[config.mk]
export PLATFORM = sky130hd
export DESIGN_NAME = multicycle_ctrl_fsm
export DESIGN_NICKNAME = d
export VERILOG_FILES = /design/src/rtl/riscv_ctrl_pkg.sv /design/src/rtl/multicycle_ctrl_fsm_alu_op_decoder.sv /design/src/rtl/multicycle_ctrl_fsm.sv
export SDC_FILE = /design/constraint.sdc
export NUM_CORES = 1
export LEC_CHECK = 0
export ABC_AREA = 1
export CAP_MARGIN = 10
export CORE_MARGIN = 2
export CORE_UTILIZATION = 39
export CTS_CLUSTER_SIZE = 25
export DETAILED_ROUTE_END_ITERATION = 6
export PLACE_DENSITY = 0.66
export SETUP_SLACK_MARGIN = 0.2
export SYNTH_ARGS = -nofsm -noshare
export SYNTH_HDL_FRONTEND = slang
export SYNTH_SLANG_ARGS = --single-unit
[constraint.sdc]
create_clock -name clk -period 2.75 [get_ports clk]
set_input_delay 0.275 -clock clk [delete_from_list [all_inputs] [get_ports clk]]
set_output_delay 0.275 -clock clk [all_outputs]
set_load 0.05 [all_outputs]
[src/rtl/riscv_ctrl_pkg.sv]
// Shared control encodings for the RV32I multi-cycle sequencer:
// opcodes, ALU/PC/WB select codes, FSM states and instruction classes.
package riscv_ctrl_pkg;

  localparam logic [6:0] OPC_OP     = 7'b0110011;
  localparam logic [6:0] OPC_OPIMM  = 7'b0010011;
  localparam logic [6:0] OPC_LOAD   = 7'b0000011;
  localparam logic [6:0] OPC_STORE  = 7'b0100011;
  localparam logic [6:0] OPC_BRANCH = 7'b1100011;
  localparam logic [6:0] OPC_JAL    = 7'b1101111;
  localparam logic [6:0] OPC_JALR   = 7'b1100111;
  localparam logic [6:0] OPC_LUI    = 7'b0110111;
  localparam logic [6:0] OPC_AUIPC  = 7'b0010111;

  localparam logic [3:0] ALU_ADD  = 4'b0000;
  localparam logic [3:0] ALU_SUB  = 4'b0001;
  localparam logic [3:0] ALU_AND  = 4'b0010;
  localparam logic [3:0] ALU_OR   = 4'b0011;
  localparam logic [3:0] ALU_XOR  = 4'b0100;
  localparam logic [3:0] ALU_SLL  = 4'b0101;
  localparam logic [3:0] ALU_SRL  = 4'b0110;
  localparam logic [3:0] ALU_SRA  = 4'b0111;
  localparam logic [3:0] ALU_SLT  = 4'b1000;
  localparam logic [3:0] ALU_SLTU = 4'b1001;

  localparam logic [1:0] PC_SRC_PC4  = 2'b00;
  localparam logic [1:0] PC_SRC_BR   = 2'b01;
  localparam logic [1:0] PC_SRC_JALR = 2'b10;

  localparam logic [1:0] WB_SEL_ALU = 2'b00;
  localparam logic [1:0] WB_SEL_MDR = 2'b01;
  localparam logic [1:0] WB_SEL_PC4 = 2'b10;
  localparam logic [1:0] WB_SEL_IMM = 2'b11;

  typedef enum logic [2:0] {
    S_IDLE   = 3'd0,
    S_FETCH  = 3'd1,
    S_DECODE = 3'd2,
    S_EXEC   = 3'd3,
    S_MEM    = 3'd4,
    S_WB     = 3'd5,
    S_TRAP   = 3'd6
  } state_e;

  typedef enum logic [3:0] {
    CLS_ILL    = 4'd0,
    CLS_OP     = 4'd1,
    CLS_OPIMM  = 4'd2,
    CLS_LOAD   = 4'd3,
    CLS_STORE  = 4'd4,
    CLS_BRANCH = 4'd5,
    CLS_JAL    = 4'd6,
    CLS_JALR   = 4'd7,
    CLS_LUI    = 4'd8,
    CLS_AUIPC  = 4'd9
  } cls_e;

  // Per-state outputs that do not depend on mem_ready/branch_cond.
  typedef struct packed {
    logic       mem_req;
    logic       mem_we;
    logic       mem_addr_sel;
    logic       reg_write;
    logic [1:0] pc_src;
    logic [1:0] wb_sel;
    logic [3:0] alu_op;
    logic       alu_src_a;
    logic       alu_src_b;
  } moore_t;

  function automatic cls_e opcode_class(input logic [6:0] opc);
    cls_e c;
    case (opc)
      OPC_OP:     c = CLS_OP;
      OPC_OPIMM:  c = CLS_OPIMM;
      OPC_LOAD:   c = CLS_LOAD;
      OPC_STORE:  c = CLS_STORE;
      OPC_BRANCH: c = CLS_BRANCH;
      OPC_JAL:    c = CLS_JAL;
      OPC_JALR:   c = CLS_JALR;
      OPC_LUI:    c = CLS_LUI;
      OPC_AUIPC:  c = CLS_AUIPC;
      default:    c = CLS_ILL;
    endcase
    return c;
  endfunction

  function automatic logic [3:0] alu_from_f3(
    input logic [2:0] f3,
    input logic       alt
  );
    logic [3:0] op;
    case (f3)
      3'b000:  op = alt ? ALU_SUB : ALU_ADD;
      3'b001:  op = ALU_SLL;
      3'b010:  op = ALU_SLT;
      3'b011:  op = ALU_SLTU;
      3'b100:  op = ALU_XOR;
      3'b101:  op = alt ? ALU_SRA : ALU_SRL;
      3'b110:  op = ALU_OR;
      default: op = ALU_AND;
    endcase
    return op;
  endfunction

endpackage

[src/rtl/multicycle_ctrl_fsm_alu_op_decoder.sv]
// Maps {instruction class, funct3, funct7} to an ALU operation and
// a legality flag; shared with the single-cycle control path.
module alu_op_decoder
  import riscv_ctrl_pkg::*;
(
  input  logic [3:0] cls,
  input  logic [2:0] funct3,
  input  logic [6:0] funct7,
  output logic [3:0] alu_op,
  output logic       legal
);

  logic f7_zero;
  logic f7_alt;

  assign f7_zero = (funct7 == 7'h00);
  assign f7_alt  = (funct7 == 7'h20);

  always_comb begin
    alu_op = ALU_ADD;
    legal  = 1'b1;
    case (cls)
      CLS_OP: begin
        alu_op = alu_from_f3(funct3, funct7[5]);
        legal  = f7_zero ||
                 (f7_alt && (funct3 == 3'b000 ||
                             funct3 == 3'b101));
      end
      CLS_OPIMM: begin
        // No SUBI: only the shift-right immediate uses funct7[5].
        alu_op = alu_from_f3(funct3,
                   (funct3 == 3'b101) && funct7[5]);
        if (funct3 == 3'b001)
          legal = f7_zero;
        else if (funct3 == 3'b101)
          legal = f7_zero || f7_alt;
      end
      CLS_LOAD, CLS_STORE: begin
        legal = (funct3 == 3'b010);
      end
      CLS_BRANCH: begin
        alu_op = ALU_SUB;
      end
      CLS_ILL: begin
        legal = 1'b0;
      end
      default: begin
        alu_op = ALU_ADD;
      end
    endcase
  end

endmodule

[src/rtl/multicycle_ctrl_fsm.sv]
// Multi-cycle RV32I sequencer: FETCH/DECODE/EXEC/MEM/WB over a
// unified req/ready memory port, with illegal-op and timeout traps.
module multicycle_ctrl_fsm
  import riscv_ctrl_pkg::*;
#(
  parameter int MEM_TIMEOUT = 16
) (
  input  logic       clk,
  input  logic       rst,
  input  logic [6:0] opcode,
  input  logic [2:0] funct3,
  input  logic [6:0] funct7,
  input  logic       branch_cond,
  input  logic       mem_ready,
  output logic       mem_req,
  output logic       mem_we,
  output logic       mem_addr_sel,
  output logic       ir_write,
  output logic       mdr_write,
  output logic       pc_write,
  output logic [1:0] pc_src,
  output logic       reg_write,
  output logic [1:0] wb_sel,
  output logic [3:0] alu_op,
  output logic       alu_src_a,
  output logic       alu_src_b,
  output logic [2:0] state_dbg,
  output logic       trap,
  output logic       trap_cause
);

  localparam int CW =
    (MEM_TIMEOUT > 1) ? $clog2(MEM_TIMEOUT + 1) : 1;

  state_e     state_q, state_d;
  logic [3:0] cls_q, cls_d;
  logic [3:0] aop_q, aop_d;
  logic [CW-1:0] cnt_q, cnt_d;
  logic       cause_q, cause_d;
  moore_t     out_q, out_d;

  cls_e       dec_cls;
  logic [3:0] dec_aop;
  logic       dec_legal;
  logic       in_mem_phase;

  assign dec_cls = opcode_class(opcode);

  alu_op_decoder u_dec (
    .cls    (dec_cls),
    .funct3 (funct3),
    .funct7 (funct7),
    .alu_op (dec_aop),
    .legal  (dec_legal)
  );

  function automatic moore_t moore_of(
    input state_e     s,
    input logic [3:0] c,
    input logic [3:0] op
  );
    moore_t m;
    m = '0;
    case (s)
      S_FETCH: begin
        m.mem_req = 1'b1;
      end
      S_EXEC, S_WB: begin
        m.alu_op    = op;
        m.alu_src_a = (c == CLS_AUIPC);
        m.alu_src_b = (c == CLS_OPIMM) ||
                      (c == CLS_LOAD)  ||
                      (c == CLS_STORE) ||
                      (c == CLS_AUIPC) ||
                      (c == CLS_JALR);
        if (s == S_WB) begin
          m.reg_write = 1'b1;
          m.wb_sel    = (c == CLS_LOAD) ?
                        WB_SEL_MDR : WB_SEL_ALU;
        end else begin
          case (c)
            CLS_LUI: begin
              m.reg_write = 1'b1;
              m.wb_sel    = WB_SEL_IMM;
            end
            CLS_BRANCH: begin
              m.pc_src = PC_SRC_BR;
            end
            CLS_JAL: begin
              m.pc_src    = PC_SRC_BR;
              m.reg_write = 1'b1;
              m.wb_sel    = WB_SEL_PC4;
            end
            CLS_JALR: begin
              m.pc_src    = PC_SRC_JALR;
              m.reg_write = 1'b1;
              m.wb_sel    = WB_SEL_PC4;
            end
            default: begin
              m.pc_src = PC_SRC_PC4;
            end
          endcase
        end
      end
      S_MEM: begin
        m.mem_req      = 1'b1;
        m.mem_addr_sel = 1'b1;
        m.mem_we       = (c == CLS_STORE);
        m.alu_op       = ALU_ADD;
        m.alu_src_b    = 1'b1;
      end
      default: begin
        m = '0;
      end
    endcase
    return m;
  endfunction

  assign in_mem_phase =
    (state_q == S_FETCH) || (state_q == S_MEM);

  always_comb begin
    state_d   = state_q;
    cls_d     = cls_q;
    aop_d     = aop_q;
    cause_d   = cause_q;
    cnt_d     = '0;
    ir_write  = 1'b0;
    mdr_write = 1'b0;
    pc_write  = 1'b0;

    unique case (state_q)
      S_IDLE: state_d = S_FETCH;
      S_FETCH: begin
        if (mem_ready) begin
          ir_write = 1'b1;
          pc_write = 1'b1;
          state_d  = S_DECODE;
        end
      end
      S_DECODE: begin
        cls_d = dec_cls;
        aop_d = dec_aop;
        if (!dec_legal) begin
          state_d = S_TRAP;
          cause_d = 1'b0;
        end else begin
          state_d = S_EXEC;
        end
      end
      S_EXEC: begin
        case (cls_q)
          CLS_OP, CLS_OPIMM, CLS_AUIPC:
            state_d = S_WB;
          CLS_LOAD, CLS_STORE:
            state_d = S_MEM;
          CLS_BRANCH: begin
            pc_write = branch_cond;
            state_d  = S_FETCH;
          end
          CLS_JAL, CLS_JALR: begin
            pc_write = 1'b1;
            state_d  = S_FETCH;
          end
          default:
            state_d = S_FETCH;
        endcase
      end
      S_MEM: begin
        if (mem_ready) begin
          if (cls_q == CLS_LOAD) begin
            mdr_write = 1'b1;
            state_d   = S_WB;
          end else begin
            state_d = S_FETCH;
          end
        end
      end
      S_WB:   state_d = S_FETCH;
      S_TRAP: state_d = S_TRAP;
      default: state_d = S_IDLE;
    endcase

    // Wait-cycle watchdog; trap entry overrides any transition above.
    if (MEM_TIMEOUT != 0 && in_mem_phase && !mem_ready) begin
      cnt_d = cnt_q + 1'b1;
      if (cnt_d == CW'(MEM_TIMEOUT)) begin
        state_d = S_TRAP;
        cause_d = 1'b1;
      end
    end

    out_d = moore_of(state_d, cls_d, aop_d);
  end

  always_ff @(posedge clk or posedge rst) begin
    if (rst) begin
      state_q <= S_IDLE;
      cls_q   <= '0;
      aop_q   <= '0;
      cnt_q   <= '0;
      cause_q <= 1'b0;
      out_q   <= '0;
    end else begin
      state_q <= state_d;
      cls_q   <= cls_d;
      aop_q   <= aop_d;
      cnt_q   <= cnt_d;
      cause_q <= cause_d;
      out_q   <= out_d;
    end
  end

  assign mem_req      = out_q.mem_req;
  assign mem_we       = out_q.mem_we;
  assign mem_addr_sel = out_q.mem_addr_sel;
  assign reg_write    = out_q.reg_write;
  assign pc_src       = out_q.pc_src;
  assign wb_sel       = out_q.wb_sel;
  assign alu_op       = out_q.alu_op;
  assign alu_src_a    = out_q.alu_src_a;
  assign alu_src_b    = out_q.alu_src_b;
  assign state_dbg    = state_q;
  assign trap         = (state_q == S_TRAP);
  assign trap_cause   = cause_q;

endmodule

==> impl_metrics.tcl <==
set metrics [dict create \
    diodes 0 \
    antenna_found_initial 0 \
    final_util_pct 54.0 \
    synth_edf_count 0 \
    grt_pass1_vias 1647 \
    stdcell_count 336 \
    grtUsageMet1_pct 23.1 \
    finalPower_mw 2.04 \
    grt_start_max_net_pins 32 \
    route.detailed.drc 0 \
    syn_inst 233 \
    max-vdd-ir-drop_mv 0.485 \
    cts_buffer_depth 2 \
    ios 43 \
    grt_use_met2_pct 27.7 \
    fin_ws_ns 0.408 \
    wl_mm 4.03 \
    setup_viol 0 \
    num_vias 1656 \
    grt_pass1_wl_mm 7.04 \
    crit_path_cell_trace "inv_1 > nor3_1 > nand2_1 > o22ai_1 > clkdlybuf4s50_1" \
    dr.pass1.iters 4 \
    fp-row-count 24 \
    drt-initial-drc-count 75 \
    cellPowerDensity_nw_per_um2 860 \
    ff2ff_setup_slack_ns 0.99 \
    port_buffers 42 \
    cts_resized 0 \
    dpl-instance-area_um2 2290 \
    hold_buffers 0 \
    fp.dieW_um 71.8 \
    synth_top_area_share_pct 43.3 \
    ant_nets 0 \
    synth-seq-cells 31 \
    top_usage_layer "met2" \
    hold_viol 0 \
    slowest_delay_ns 0.82 \
    die_y_um 71.8 \
    syn_area_um2 1790 \
    final_cell_area_um2 2370 \
    use_met3_pct 3.52 \
    ys_seq_area_share_pct 43.3 \
    cp.arrival_ns 2.07 \
    start_kind "flip-flop" \
    fin_worst_skew_ns 0.00592 \
    start_util_pct 40.9 \
    post-route-min-period_ns 2.34 \
    worstSetupStartpoint "state_dbg[0]" \
    maxCapViolations 0 \
    worstPathRequired_ns 2.48 \
    dp_hpwl_mm 3.13 \
    worst_setup_path_end_kind "output pin" \
    h-tree-depth 2 \
    clock_latency_ns 0.28 \
    layout-drive-gt1-share_pct 14.1 \
    wire_per_inst_um 12.0 \
    cts_tree "yes" \
    timing.rr.start "cnt_q[0]" \
    finalCritPeriodShare_pct 85.2 \
    async_reset_ff_share_pct 100 \
    p_leak_nw 1.13 \
    slew_headroom_pct 66.5 \
    yosys_warnings 0 \
    status "complete, no violations" \
    setup_tns_ns 0 \
    crit_slowest_cell "clkdlybuf4s50_1" \
    worst_r2r_endpoint "mem_we" \
    synthTopCellsByCount "nand2_1, nor2_1, dfrtp_1, inv_1, nand3_1" \
    synth_ff_type "dfrtp_1" \
    nNetsFinal 305 \
    synth_most_common_cell "nand2_1" \
    dp_slack_ns 0.516 \
    grt-ovfl-total 0 \
    worst_hold_path_type "input pin to async pin" \
    cts_buffers 5 \
    crit_type "flip-flop to output pin" \
    via_per_inst 4.93 \
    post_cts_buffers 0 \
    die-area_um2 5150 \
    endpoint "pc_write" \
    fmax_ghz 0.427 \
    reg2regPathDepth 9 \
    dp.cells 328 \
    whs_ns 0.366 \
    avgSynthCellArea_um2 7.69 \
    ys_top_cells_by_area "dfrtp_1, nand2_1, nor2_1" \
    clock-sinks 31 \
    track_usage_pct 17.5 \
    coreArea_um2 4380 \
    ys_types 40 \
    gp_congestion 0.906 \
    yosysTopAreaCell "dfrtp_1" \
    worstMarginPinSlew_ns 0.501 \
    syn_nets 255 \
    rsz0062_at_grt "no" \
    drv_slew 0 \
    clk_pin_slew_ns 0.06 \
    cp_max_fo 4 \
    syn_to_final_growth_pct 32.2 \
    clockRootBuffer "clkbuf_8" \
]
[how the worst min path moves through the flow]
stage / endpoint / slack (ns)
floorplan: alu_op[0] / 0.38
global placement: cnt_q[0] / 0.45
detailed placement: aop_q[1] / 0.46
CTS: cls_q[1] / 0.38
global route: reg_write / 0.44
finish: wb_sel[1] / 0.37
[cells in the final DEF (no fill, tap or decap), types with 2 or more instances in the layout]
master           netlist  final
clkbuf_1               0      2
clkdlybuf4s50_1        0     42
nand2_2                3      3
nand3b_1               2      2
inv_2                 10     10
nand3_1               14     14
nor2_4                 2      2
clkbuf_8               0      5
a21oi_1                7      7
nor3_2                 2      2
nor2_1                35     35
o31ai_1                2      2
a21boi_1               2      2
o21ai_0                6      6
nand2_1               52     52
nand4_1                5      5
inv_1                 26     26
nor3_1                 2      2
a21boi_0               2      2
dfrtp_1               31     31
nor2_2                 6      6
buf_4                  0      2
o21a_1                 2      2
nand2_4                2      2
[worst max-delay path, delay by kind of cell, from the launching register on]
family / cells / cell delay (ns)
buffers and inverters: 2 / 0.91
AND/OR/NAND/NOR: 2 / 0.32
AO/OA/AOI/OAI: 1 / 0.12
flip-flops: 1 / 0.43
[area by class of cell]
type                       count  area, um2
timing repair buffer          44        435
inverter                      37        141
clock inverter                 1       5.00
tap                           52       65.1
fill                         415       2020
multi-input combinational    164        870
sequential                    31        776
clock buffer                   7       76.3
[cell families (layout without fill, tap and decap cells)]
| family | Yosys count | in the layout | synth area share (%) |
|---|---|---|---|
| and+or+nand+nor | 130 | 130 | 34.8 |
| buffers and inverters | 38 | 89 | 8.17 |
| AOI/OAI and AO/OA | 31 | 31 | 12.0 |
| DFF | 31 | 31 | 43.3 |
| xor gates and xnor gates | 2 | 2 | 0.978 |
| adders and majority gates | 1 | 1 | 0.698 |
[where the power goes]
| group | internal [mW] | switching [mW] | leakage, nW |
|---|---|---|---|
| combinational | 0.350 | 0.720 | 0.671 |
| clock | 0.177 | 0.161 | 0.0422 |
| sequential | 0.554 | 0.0742 | 0.415 |
[metal layers]
layer  up-vias  part of all wire [%]
met1       757                    47
met3         6                   5.2
li1        846                     -
met2        47                    46
met5         -                     0
met4         0                   1.9
[sequential cells by signal (all words and copies together), names as in the netlist]
name and flops:
pc_src 2, alu_src_b 1, cnt_q 5, reg_write 1
mem_addr_sel 1, trap_cause 1, aop_q 4, wb_sel 2
mem_we 1, alu_op 4, cls_q 4, alu_src_a 1
mem_req 1, state_dbg 3
No activity file was read; power rests on OpenSTA's default activity.
==> patch: new RTL, same flow settings <==
The parameter `MEM_TIMEOUT` goes from 16 to 8.
--- a/src/rtl/multicycle_ctrl_fsm.sv
+++ b/src/rtl/multicycle_ctrl_fsm.sv
@@ -3,7 +3,7 @@
 module multicycle_ctrl_fsm
   import riscv_ctrl_pkg::*;
 #(
-  parameter int MEM_TIMEOUT = 16
+  parameter int MEM_TIMEOUT = 8
 ) (
   input  logic       clk,
   input  logic       rst,
Function: changed (Yosys sat finds a counterexample within 10 cycles, from zero or initial values and one cycle with rst high).
==> patch against the original RTL <==
- setup slack got worse by 0.089 ns
- power rose by 2.2%
- worst hold slack better by 0.011 ns
- utilization barely moved
- sequential cell count down 1
- sequential share of layout area shrank 0.84 points
- register-to-register slack better by 0.04 ns
- synthesized area fell by 1.9%
- sequential power down 4.0%
- highest routed layer unchanged
- final area down 0.69%
- wire length shrank 7.7%
- clock power grew 6.2%
==> patch: results (changes against the original RTL) <==
first-pass GRT wire length: 6650 um (was 7040 um)
post-synthesis cell type count: 34 (was 40)
post-synthesis sequential area ratio: 42.7% (was 43.3%)
gr usage total: 16.7% (was 17.5%)
PortBufs: 42 (unchanged)
Clock Skew: 0.00577 ns (was 0.00592 ns)
# nets final: 301 (was 305)
CP top delay family: buffers and inverters (unchanged)
Post-DP HPWL: 2980 um (was 3130 um)
Lkg Pwr: 0.00112 uW (was 0.00113 uW)
root buffer cell: clkbuf_8 (unchanged)
Iteration-0 DRC Markers: 51 (was 75)
Worst-path clk slew: 0.06 ns (about the same)
VDD IR-drop max: 420 uV (was 485 uV)
Post-Place Cells: 324 (was 328)
FF-to-FF path depth: 9 (unchanged)
Global Route met3 Usage: 4.42% (was 3.52%)
fin cells: 332 (was 336)
average wire per standard cell: 11.2 um (was 12.0 um)
Setup WS pre-CTS: 0.554 ns (was 0.516 ns)
asr flop ratio synth: 100% (unchanged)
met1 usage in global routing: 22.7% (was 23.1%)
number of global-route vias before repair: 1,568 (was 1,647)
Avg Cell Area, Syn: 7.68 sq um (was 7.69 sq um)
largest net degree at the start of global routing: 31 (was 32)
worst hold slack: 0.377 ns (was 0.366 ns)
Via density: 4.88 (was 4.93)
origin of the critical flop-to-flop path: cls_q[1] (was cnt_q[0])
Critical Path AT: 2.16 ns (was 2.07 ns)
Post-synth top cells: 49 x nand2_1, 35 x nor2_1, 30 x dfrtp_1 (was 52 x nand2_1, 35 x nor2_1, 31 x dfrtp_1)
Final Wtd Congestion: 0.906 (about the same)
Worst Hold Class: in -> async (unchanged)
Power, Total: 2080 uW (was 2040 uW)
reg2reg end: alu_op[0] (was mem_we)
share of layout cells above drive strength 1: 15.4% (was 14.1%)
diode count: 0 (unchanged)
H-tree depth: 2 (unchanged)
status: completed (unchanged)
max incr delay on CP: 0.83 ns
placed cell area: 0.00226 sq mm (was 0.00229 sq mm)
setup slack, reg-to-reg: 1.03 ns (was 0.99 ns)
largest cells by area after synthesis: dfrtp_1 43%, nand2_1 10%, nor2_1 7.5% (was dfrtp_1 43%, nand2_1 11%, nor2_1 7.3%)
Skew-Pair Late Insertion Delay: 0.27 ns
GR Util met2: 25.3% (was 27.7%)
worst-margin pin slew: 0.507 ns (was 0.501 ns)
syn nets: 251 (was 255)
==> patch: cell families (layout without fill, tap and decap cells) <==
family,Yosys count,count (layout),share of synthesized area (%)
AOI/OAI and AO/OA,29,29,11.2
xor gates and xnor gates,2,2,0.997
buffers and inverters,38,89,8.90
DFF,30,30,42.7
adders and majority gates,1,1,0.712
and+or+nand+nor,129,129,35.5
==> patch: how the worst max path moves through the flow <==
stage / from / end / slack [ns] / cells past startpoint
3_3_place_gp: opcode[4] / alu_op[0] / 0.58 / 14
3_5_place_dp: mem_ready / ir_write / 0.55 / 4
4_1_cts: state_dbg[0] / pc_write / 0.29 / 5
2_1_floorplan: state_dbg[0] / mem_req / 0.27 / 11
6_report: state_dbg[1] / pc_write / 0.32 / 5
5_1_grt: state_dbg[1] / pc_write / 0.21 / 5
==> patch: layer usage <==
| layer | vias up | wire length, um |
|---|---|---|
| li1 | 834 | - |
| met1 | 739 | 1760 |
| met2 | 39 | 1730 |
| met3 | 7 | 173 |
| met4 | 0 | 62 |
| met5 | - | 0 |
==> patch: cell type report <==
class / instances / area, sq um
multi-input cells: 161 / 858
well taps: 52 / 65.1
clock inverters: 1 / 5.00
repair buffers: 44 / 435
fillers: 404 / 2000
flip-flops and latches: 30 / 751
inverters: 37 / 151
clock buffers: 7 / 86.3
==> patch: power breakdown <==
group / total [uW] / leakage [uW] / internal, uW / switching (uW)
logic: 1120 / 0.000665 / 362 / 755
registers: 604 / 0.000403 / 538 / 66.4
clock network: 359 / 0.0000482 / 201 / 157
total: 2080 / 0.00112 / 1100 / 979
==> patch: tightest hold or removal path: stages <==
cell,delay (ns)
clkdlybuf4s50_1,0.40
inv_1,0.05
buf_4,0.34
